`src/rtl/multicycle_control.sv`:
```
// Main control FSM for the multi-cycle MIPS datapath: sequences fetch/decode/execute steps,
// drives every datapath enable and mux select, and counts retired instructions.
module multicycle_control #(
  parameter logic [5:0] OP_RTYPE = 6'h00,
  parameter logic [5:0] OP_LW    = 6'h23,
  parameter logic [5:0] OP_SW    = 6'h2B,
  parameter logic [5:0] OP_BEQ   = 6'h04,
  parameter logic [5:0] OP_J     = 6'h02,
  parameter logic [5:0] OP_ADDI  = 6'h08
) (
  input  logic        clk,
  input  logic        rst,
  input  logic [5:0]  opcode,
  input  logic        mem_ready,
  output logic        pc_write,
  output logic        pc_write_cond,
  output logic        i_or_d,
  output logic        mem_read,
  output logic        mem_write,
  output logic        ir_write,
  output logic        mem_to_reg,
  output logic        reg_dst,
  output logic        reg_write,
  output logic        alu_src_a,
  output logic [1:0]  alu_src_b,
  output logic [1:0]  alu_op,
  output logic [1:0]  pc_source,
  output logic        illegal_op,
  output logic [3:0]  state,
  output logic [31:0] retired
);

  localparam logic [3:0] StFetch   = 4'd0;
  localparam logic [3:0] StDecode  = 4'd1;
  localparam logic [3:0] StMemAddr = 4'd2;
  localparam logic [3:0] StMemRd   = 4'd3;
  localparam logic [3:0] StMemWb   = 4'd4;
  localparam logic [3:0] StMemWr   = 4'd5;
  localparam logic [3:0] StExec    = 4'd6;
  localparam logic [3:0] StRWb     = 4'd7;
  localparam logic [3:0] StBranch  = 4'd8;
  localparam logic [3:0] StJump    = 4'd9;
  localparam logic [3:0] StAddiEx  = 4'd10;
  localparam logic [3:0] StAddiWb  = 4'd11;

  logic [3:0]  state_q, state_d;
  logic [31:0] retired_q, retired_d;
  logic        retire;
  logic        illegal_raw;
  logic        pc_write_raw, pc_write_cond_raw, ir_write_raw;
  logic        reg_write_raw, mem_write_raw, mem_read_raw;

  always_comb begin
    state_d           = StFetch;
    retire            = 1'b0;
    illegal_raw       = 1'b0;
    pc_write_raw      = 1'b0;
    pc_write_cond_raw = 1'b0;
    ir_write_raw      = 1'b0;
    reg_write_raw     = 1'b0;
    mem_write_raw     = 1'b0;
    mem_read_raw      = 1'b0;
    i_or_d            = 1'b0;
    mem_to_reg        = 1'b0;
    reg_dst           = 1'b0;
    alu_src_a         = 1'b0;
    alu_src_b         = 2'd0;
    alu_op            = 2'd0;
    pc_source         = 2'd0;
    case (state_q)
      StFetch: begin
        mem_read_raw = 1'b1;
        alu_src_b    = 2'd1;
        ir_write_raw = mem_ready;
        pc_write_raw = mem_ready;
        state_d      = mem_ready ? StDecode : StFetch;
      end
      StDecode: begin
        alu_src_b = 2'd3;
        if (opcode == OP_LW || opcode == OP_SW) state_d = StMemAddr;
        else if (opcode == OP_RTYPE)            state_d = StExec;
        else if (opcode == OP_BEQ)              state_d = StBranch;
        else if (opcode == OP_J)                state_d = StJump;
        else if (opcode == OP_ADDI)             state_d = StAddiEx;
        else                                    illegal_raw = 1'b1;
      end
      StMemAddr: begin
        alu_src_a = 1'b1;
        alu_src_b = 2'd2;
        if (opcode == OP_LW)      state_d = StMemRd;
        else if (opcode == OP_SW) state_d = StMemWr;
      end
      StMemRd: begin
        mem_read_raw = 1'b1;
        i_or_d       = 1'b1;
        state_d      = mem_ready ? StMemWb : StMemRd;
      end
      StMemWb: begin
        reg_write_raw = 1'b1;
        mem_to_reg    = 1'b1;
        retire        = 1'b1;
      end
      StMemWr: begin
        mem_write_raw = 1'b1;
        i_or_d        = 1'b1;
        state_d       = mem_ready ? StFetch : StMemWr;
        retire        = mem_ready;
      end
      StExec: begin
        alu_src_a = 1'b1;
        alu_op    = 2'd2;
        state_d   = StRWb;
      end
      StRWb: begin
        reg_write_raw = 1'b1;
        reg_dst       = 1'b1;
        retire        = 1'b1;
      end
      StBranch: begin
        alu_src_a         = 1'b1;
        alu_op            = 2'd1;
        pc_write_cond_raw = 1'b1;
        pc_source         = 2'd1;
        retire            = 1'b1;
      end
      StJump: begin
        pc_write_raw = 1'b1;
        pc_source    = 2'd2;
        retire       = 1'b1;
      end
      StAddiEx: begin
        alu_src_a = 1'b1;
        alu_src_b = 2'd2;
        state_d   = StAddiWb;
      end
      StAddiWb: begin
        reg_write_raw = 1'b1;
        retire        = 1'b1;
      end
      default: ;
    endcase
  end

  // Strobes that could disturb architectural state are suppressed while reset is held.
  assign pc_write      = pc_write_raw      & ~rst;
  assign pc_write_cond = pc_write_cond_raw & ~rst;
  assign ir_write      = ir_write_raw      & ~rst;
  assign reg_write     = reg_write_raw     & ~rst;
  assign mem_write     = mem_write_raw     & ~rst;
  assign mem_read      = mem_read_raw      & ~rst;
  assign illegal_op    = illegal_raw       & ~rst;

  assign retired_d = retire ? retired_q + 32'd1 : retired_q;

  always_ff @(posedge clk) begin
    if (rst) begin
      state_q   <= StFetch;
      retired_q <= 32'd0;
    end else begin
      state_q   <= state_d;
      retired_q <= retired_d;
    end
  end

  assign state   = state_q;
  assign retired = retired_q;

endmodule

```
`config.mk`:
```
export PLATFORM = sky130hd
export DESIGN_NAME = multicycle_control
export DESIGN_NICKNAME = d
export VERILOG_FILES = /design/src/rtl/multicycle_control.sv
export SDC_FILE = /design/constraint.sdc
export NUM_CORES = 1
export LEC_CHECK = 0
export CAP_MARGIN = 40
export CELL_PAD_IN_SITES_DETAIL_PLACEMENT = 1
export CELL_PAD_IN_SITES_GLOBAL_PLACEMENT = 1
export CORE_ASPECT_RATIO = 0.8
export CORE_UTILIZATION = 33
export DETAILED_ROUTE_END_ITERATION = 6
export PLACE_DENSITY_LB_ADDON = 0.12
export RECOVER_POWER = 50
export SETUP_SLACK_MARGIN = 0.5
export SLEW_MARGIN = 20
export SYNTH_ARGS = -nofsm -noshare
export SYNTH_HDL_FRONTEND = slang
export SYNTH_SLANG_ARGS = --single-unit
export TNS_END_PERCENT = 20
```
`constraint.sdc`:
```
create_clock -name clk -period 2.4 [get_ports clk]
set_input_delay 0.36 -clock clk [delete_from_list [all_inputs] [get_ports clk]]
set_output_delay 0.36 -clock clk [all_outputs]
set_load 0.03 [all_outputs]
```
# Word-level counts from Yosys, hierarchy flattened
# Index checks and enable logic that the tools add are counted.
totals:
  regBits: 36
  inputBits: 9
  wordCells: 67
op_classes:
  n_addsub: 1
  n_eq_ne: 16
  mux: 31
  bitwise: 8
  n_reduce_logical: 9
ops:
  columns: ["operator", "count"]
  rows:
  - ["$add A32 B1 Y32 const B", 1]
  - ["$pmux W4 S7", 1]
  - ["$mux W4", 5]
  - ["$eq A4 B3 Y1 const B", 4]
  - ["$eq A4 B4 Y1 const B", 4]
  - ["$mux W1", 16]
  - ["$eq A6 B6 Y1 const B", 2]
  - ["$mux W3", 4]
  - ["$eq A4 B2 Y1 const B", 2]
  - ["$pmux W2 S2", 2]
  - ["$and A1 B1 Y1", 7]
  - ["$eq A6 B2 Y1 const B", 1]
  - ["$eq A6 B3 Y1 const B", 1]
  - ["$eq A6 B4 Y1 const B", 1]
  - ["$logic_not A6 Y1", 1]
  - ["$pmux W2 S3", 1]
  - ["$reduce_or A2 Y1", 3]
  - ["$reduce_or A5 Y1", 1]
  - ["$eq A4 B1 Y1 const B", 1]
  - ["$logic_not A4 Y1", 1]
  - ["$pmux W1 S2", 2]
  - ["$reduce_or A4 Y1", 1]
  - ["$reduce_or A3 Y1", 1]
  - ["$logic_or A1 B1 Y1", 1]
  - ["$not A1 Y1", 1]

# Depth between registers and ports, before layout
# Gate-level depths: netlist of the first run.
depth:
  depth_word: 8
  ltp_mapped: 7

# Least setup slack after synthesis of the first run
# Ideal clock, no wire load.
synth_path:
  path_kind: "register to output"
  startpoint: "register state_q[3] (netlist: state[3])"
  endpoint: "output pc_source[0]"
  arrival_ps: 2052
  required_time_ps: 2040
  path_slack_ps: -12
  path_stages_with_launch: 5
  n_path_buf: 2
  path_cell_list: "dfxtp_1 -> clkbuf_1 -> nand2_1 -> nor3_1 -> buf_4"
synth_between:
  elab_chain_cells: 2
  elab_cells_between_ends: 3
  cone_classes: "eq/ne (2); mux (1)"
synth_lines:
  columns: ["element", "line_no", "source"]
  rows:
  - ["from (decl)", "46", "logic [3:0] state_q, state_d;"]
  - ["from (signal assigned)", "157", "state_q <= StFetch;"]
  - ["from (signal assigned)", "160", "state_q <= state_d;"]
  - ["$eq A4 B4 Y1", "70", "case (state_q)"]
  - ["$pmux W2 S2 (*)", "70", null]
  - ["to (decl)", "27", "output logic [1:0] pc_source,"]
# Every way passes the cells marked *; elsewhere a longest branch is shown, timed or not.

# Worst setup path after layout of the first run
layout_path:
  startpoint: "register retired_q[7] (netlist: retired[7])"
  endpoint: "register retired_q[31] (netlist: retired[31])"
layout_between:
  elab_chain_cells: 1
layout_lines:
  columns: ["element", "line_no", "source"]
  rows:
  - ["from (decl)", "47", "logic [31:0] retired_q, retired_d;"]
  - ["from (signal assigned)", "161", "retired_q <= retired_d;"]
  - ["$add A32 B1 Y32", "153", "assign retired_d = retire ? retired_q + 32'd1 : retired_q;"]
# No other way between the ends.
# A chain may end at the register's enable or synchronous reset.

==> results of run 1 <==
[layout by cell type (no fill, tap or decap), types with 3 or more instances in the layout]
| cell type | count |
|---|---|
| nor3_1 | 10 |
| a31oi_1 | 3 |
| inv_1 | 6 |
| clkbuf_1 | 6 |
| clkdlybuf4s50_1 | 11 |
| xnor2_1 | 10 |
| xor2_1 | 4 |
| clkbuf_8 | 6 |
| and3_1 | 7 |
| nor4b_1 | 3 |
| dlygate4sd2_1 | 9 |
| or3_1 | 19 |
| dfxtp_2 | 5 |
| or4_4 | 3 |
| nand4_1 | 8 |
| dlygate4sd3_1 | 32 |
| dfxtp_1 | 22 |
| o21ai_0 | 17 |
| a21oi_1 | 25 |
| dfxtp_4 | 9 |
| o21ai_1 | 7 |
| nand2_1 | 15 |
| nor2_1 | 27 |
| buf_4 | 31 |
| nand3_1 | 14 |
| nand2b_1 | 3 |
[worst paths after layout]
check                     end  slack, ps  depth (start not counted)
setup / recovery  retired[31]        200                          5
hold / removal    retired[27]        520                          2
setup reg to reg  retired[31]        200                          5
hold reg to reg   retired[27]        520                          2
[worst reg2reg max path, delay by kind of cell (launching register included)]
family,cells,cell delay [ps]
flip-flops,1,350
AO/OA/AOI/OAI,1,150
AND/OR/NAND/NOR,4,1650
[report_power, final]
group / total (W) / internal [W] / leakage, nW / switching, W
Sequential: 0.000591 / 0.000589 / 0.300 / 0.00000257
Combinational: 0.000108 / 0.0000443 / 0.842 / 0.0000636
Clock: 0.000444 / 0.000234 / 0.0455 / 0.000210
[metrics by stage]
| stage | power (W) | area, um2 | hold WS, ps |
|---|---|---|---|
| 3_3_place_gp | 0.000712 | 2870 | 476 |
| 4_1_cts | 0.00116 | 3030 | 510 |
| 6_report | 0.00114 | 3090 | 519 |
| 3_5_place_dp | 0.000714 | 2870 | 497 |
| 5_1_grt | 0.00119 | 3090 | 540 |
| 2_1_floorplan | 0.000664 | 2110 | 530 |
[cells by family after synthesis]
group,synth area share
flops,0.350
buf+inv,0.0541
compound gates,0.183
mux,0.00487
simple gates,0.342
xor+xnor,0.0596
fa+ha+maj,0.00608
[cell type report]
cell class | count | area (um2)
Fill cell | 719 | 2890
Multi-Input combinational cell | 211 | 1310
Timing Repair Buffer | 92 | 802
Sequential cell | 36 | 761
Tap cell | 81 | 101
Clock buffer | 8 | 90.1
Inverter | 6 | 22.5
[state kept, by name, indices dropped and copies added, names as in the netlist]
name and count:
retired 32, state 4
[metal layers]
layer  vias to the layer above  track usage  wire length, um
met5                         -            0                0
met4                         0       0.0466               48
met3                         4       0.0417              285
met2                        47        0.333             3090
met1                      1142        0.298             3440
li1                       1152            -                -
[repair_timing]
item                       CTS  global route
setup endpoints to repair   34            40
buffers inserted             6             5
hold endpoints to repair     0             0
hold buffers                 0             0
cloned                       1             0
pin swaps                    6             4
gates resized for setup     31            21
==> results.yml, run 1 <==
sta:
  drv_slew: 0
  setup_violations: 0
  period_share: 0.916
  fmax_mhz: 455
  fin_setup_tns_ps: 0
  layout_setup_ws_ps: 201
  rsz0062_at_grt: "true"
  worst_slew_pin_slew_ps: 640
  finalHoldViolCount: 0
  finalCriticalPeriod_ps: 2200
  skew_ps: 6.49
  relSlewSlack: 0.570
drt:
  vias_per_cell: 5.40
  drt-initial-drc-count: 128
  wl_mm: 6.86
  drc: 0
  drt_pass1_iterations: 4
  wl_per_cell_um: 15.8
  num_vias: 2345
  postRouteAntennaNets: 0
critical_path:
  crit_start: "retired[7]"
  crit_fanout: 8
  crit_required_ps: 2620
  cp_top_family: "simple AND/OR/NAND/NOR gates"
  worstSetupPathType: "reg -> reg"
  startpoint_type: "flop"
  r2r_start: "retired[7]"
  path_buf_inv: 0
  critPathMaxStageDelay_ps: 580
  cp_slowest_cell: "or4_4"
  path_common_cell: "or4_4"
  worst_ep_arrival_time_ps: 2420
  crit_chain: "nand4_1 -> or4_4 -> or4_4 -> or4_4 -> a21oi_2"
  cp-end-kind: "flop"
clocking:
  cts_tree: "yes"
  clockRootBuffer: "clkbuf_8"
  cts_inserted_buffers: 5
  cts.reportedPaths.clkPinSlew_ps: 70
  clock_latency_ps: 280
  htree_levels: 2
  cts_sinks: 36
  clk_path_buf_depth: 2
placed_design:
  pre_cts_ws_ps: 27.2
  hpwl_mm: 4.85
  finalWeightedCongestion: 0.825
  io_buffers: 61
  dp_cells: 414
synth:
  synth_top_area_frac: 0.350
  synthArstFlopShare: 0
  synth_top_cell_by_area: "dfxtp_1"
  avgSynthCellArea_um2: 7.65
  yosysSeqAreaShare: 0.350
  synthTopCellsByArea: "dfxtp_1 (35%), a21oi_1 (6.6%), or3_1 (6.4%)"
  netlist_area_um2: 2060
  synthMostInstantiatedCell: "dfxtp_1"
  synth_common_cells: "dfxtp_1 (36), a21oi_1 (27), nor2_1 (27), o21ai_0 (25), or3_1 (21)"
  synth_edf_count: 0
  synth_fp_nets: 279
  ys_warn_count: 0
  synth-seq-cells: 36
  synth_cells: 269
  ys.flop_type: "dfxtp_1"
  synth_cell_type_count: 45
run:
  maxCapViolCount: 0
outcome:
  outcome: "finished clean"
floorplan:
  die_area_um2: 6550
  die_y_um: 72.6
  rows: 25
  initial_utilization: 0.344
  die_w_um: 90.3
  num_io_pins: 62
  core_area_um2: 5970
power_and_ir_drop:
  irDropWorstVdd_mv: 0.212
  cellPowerDensity_nw_per_um2: 370
  p_leak_nw: 1.19
grt:
  antenna_found_initial: 0
  grt_pass1_vias: 2223
  grt_usage: 0.210
  grt_max_degree: 38
  grt.overflow.total: 0
  grt_pass1_wl_mm: 11.1
final_layout:
  area_delta_synth_final_pct: 50.1
  layout-drive-gt1-share: 0.215
  post-route-util: 0.517
  diodes: 0
  stdcell_count: 434
  nets: 362
hold_path:
  min-delay-start: "retired[27]"
  worstHoldPathType: "reg -> reg"
No activity file was read; power rests on OpenSTA's default activity.
==> run 2, diff against run 1 <==
CAP_MARGIN = 10   (was 40)
==> results of run 2 <==
Same layout as run 1: the final DEF is identical, and so are final timing and power.
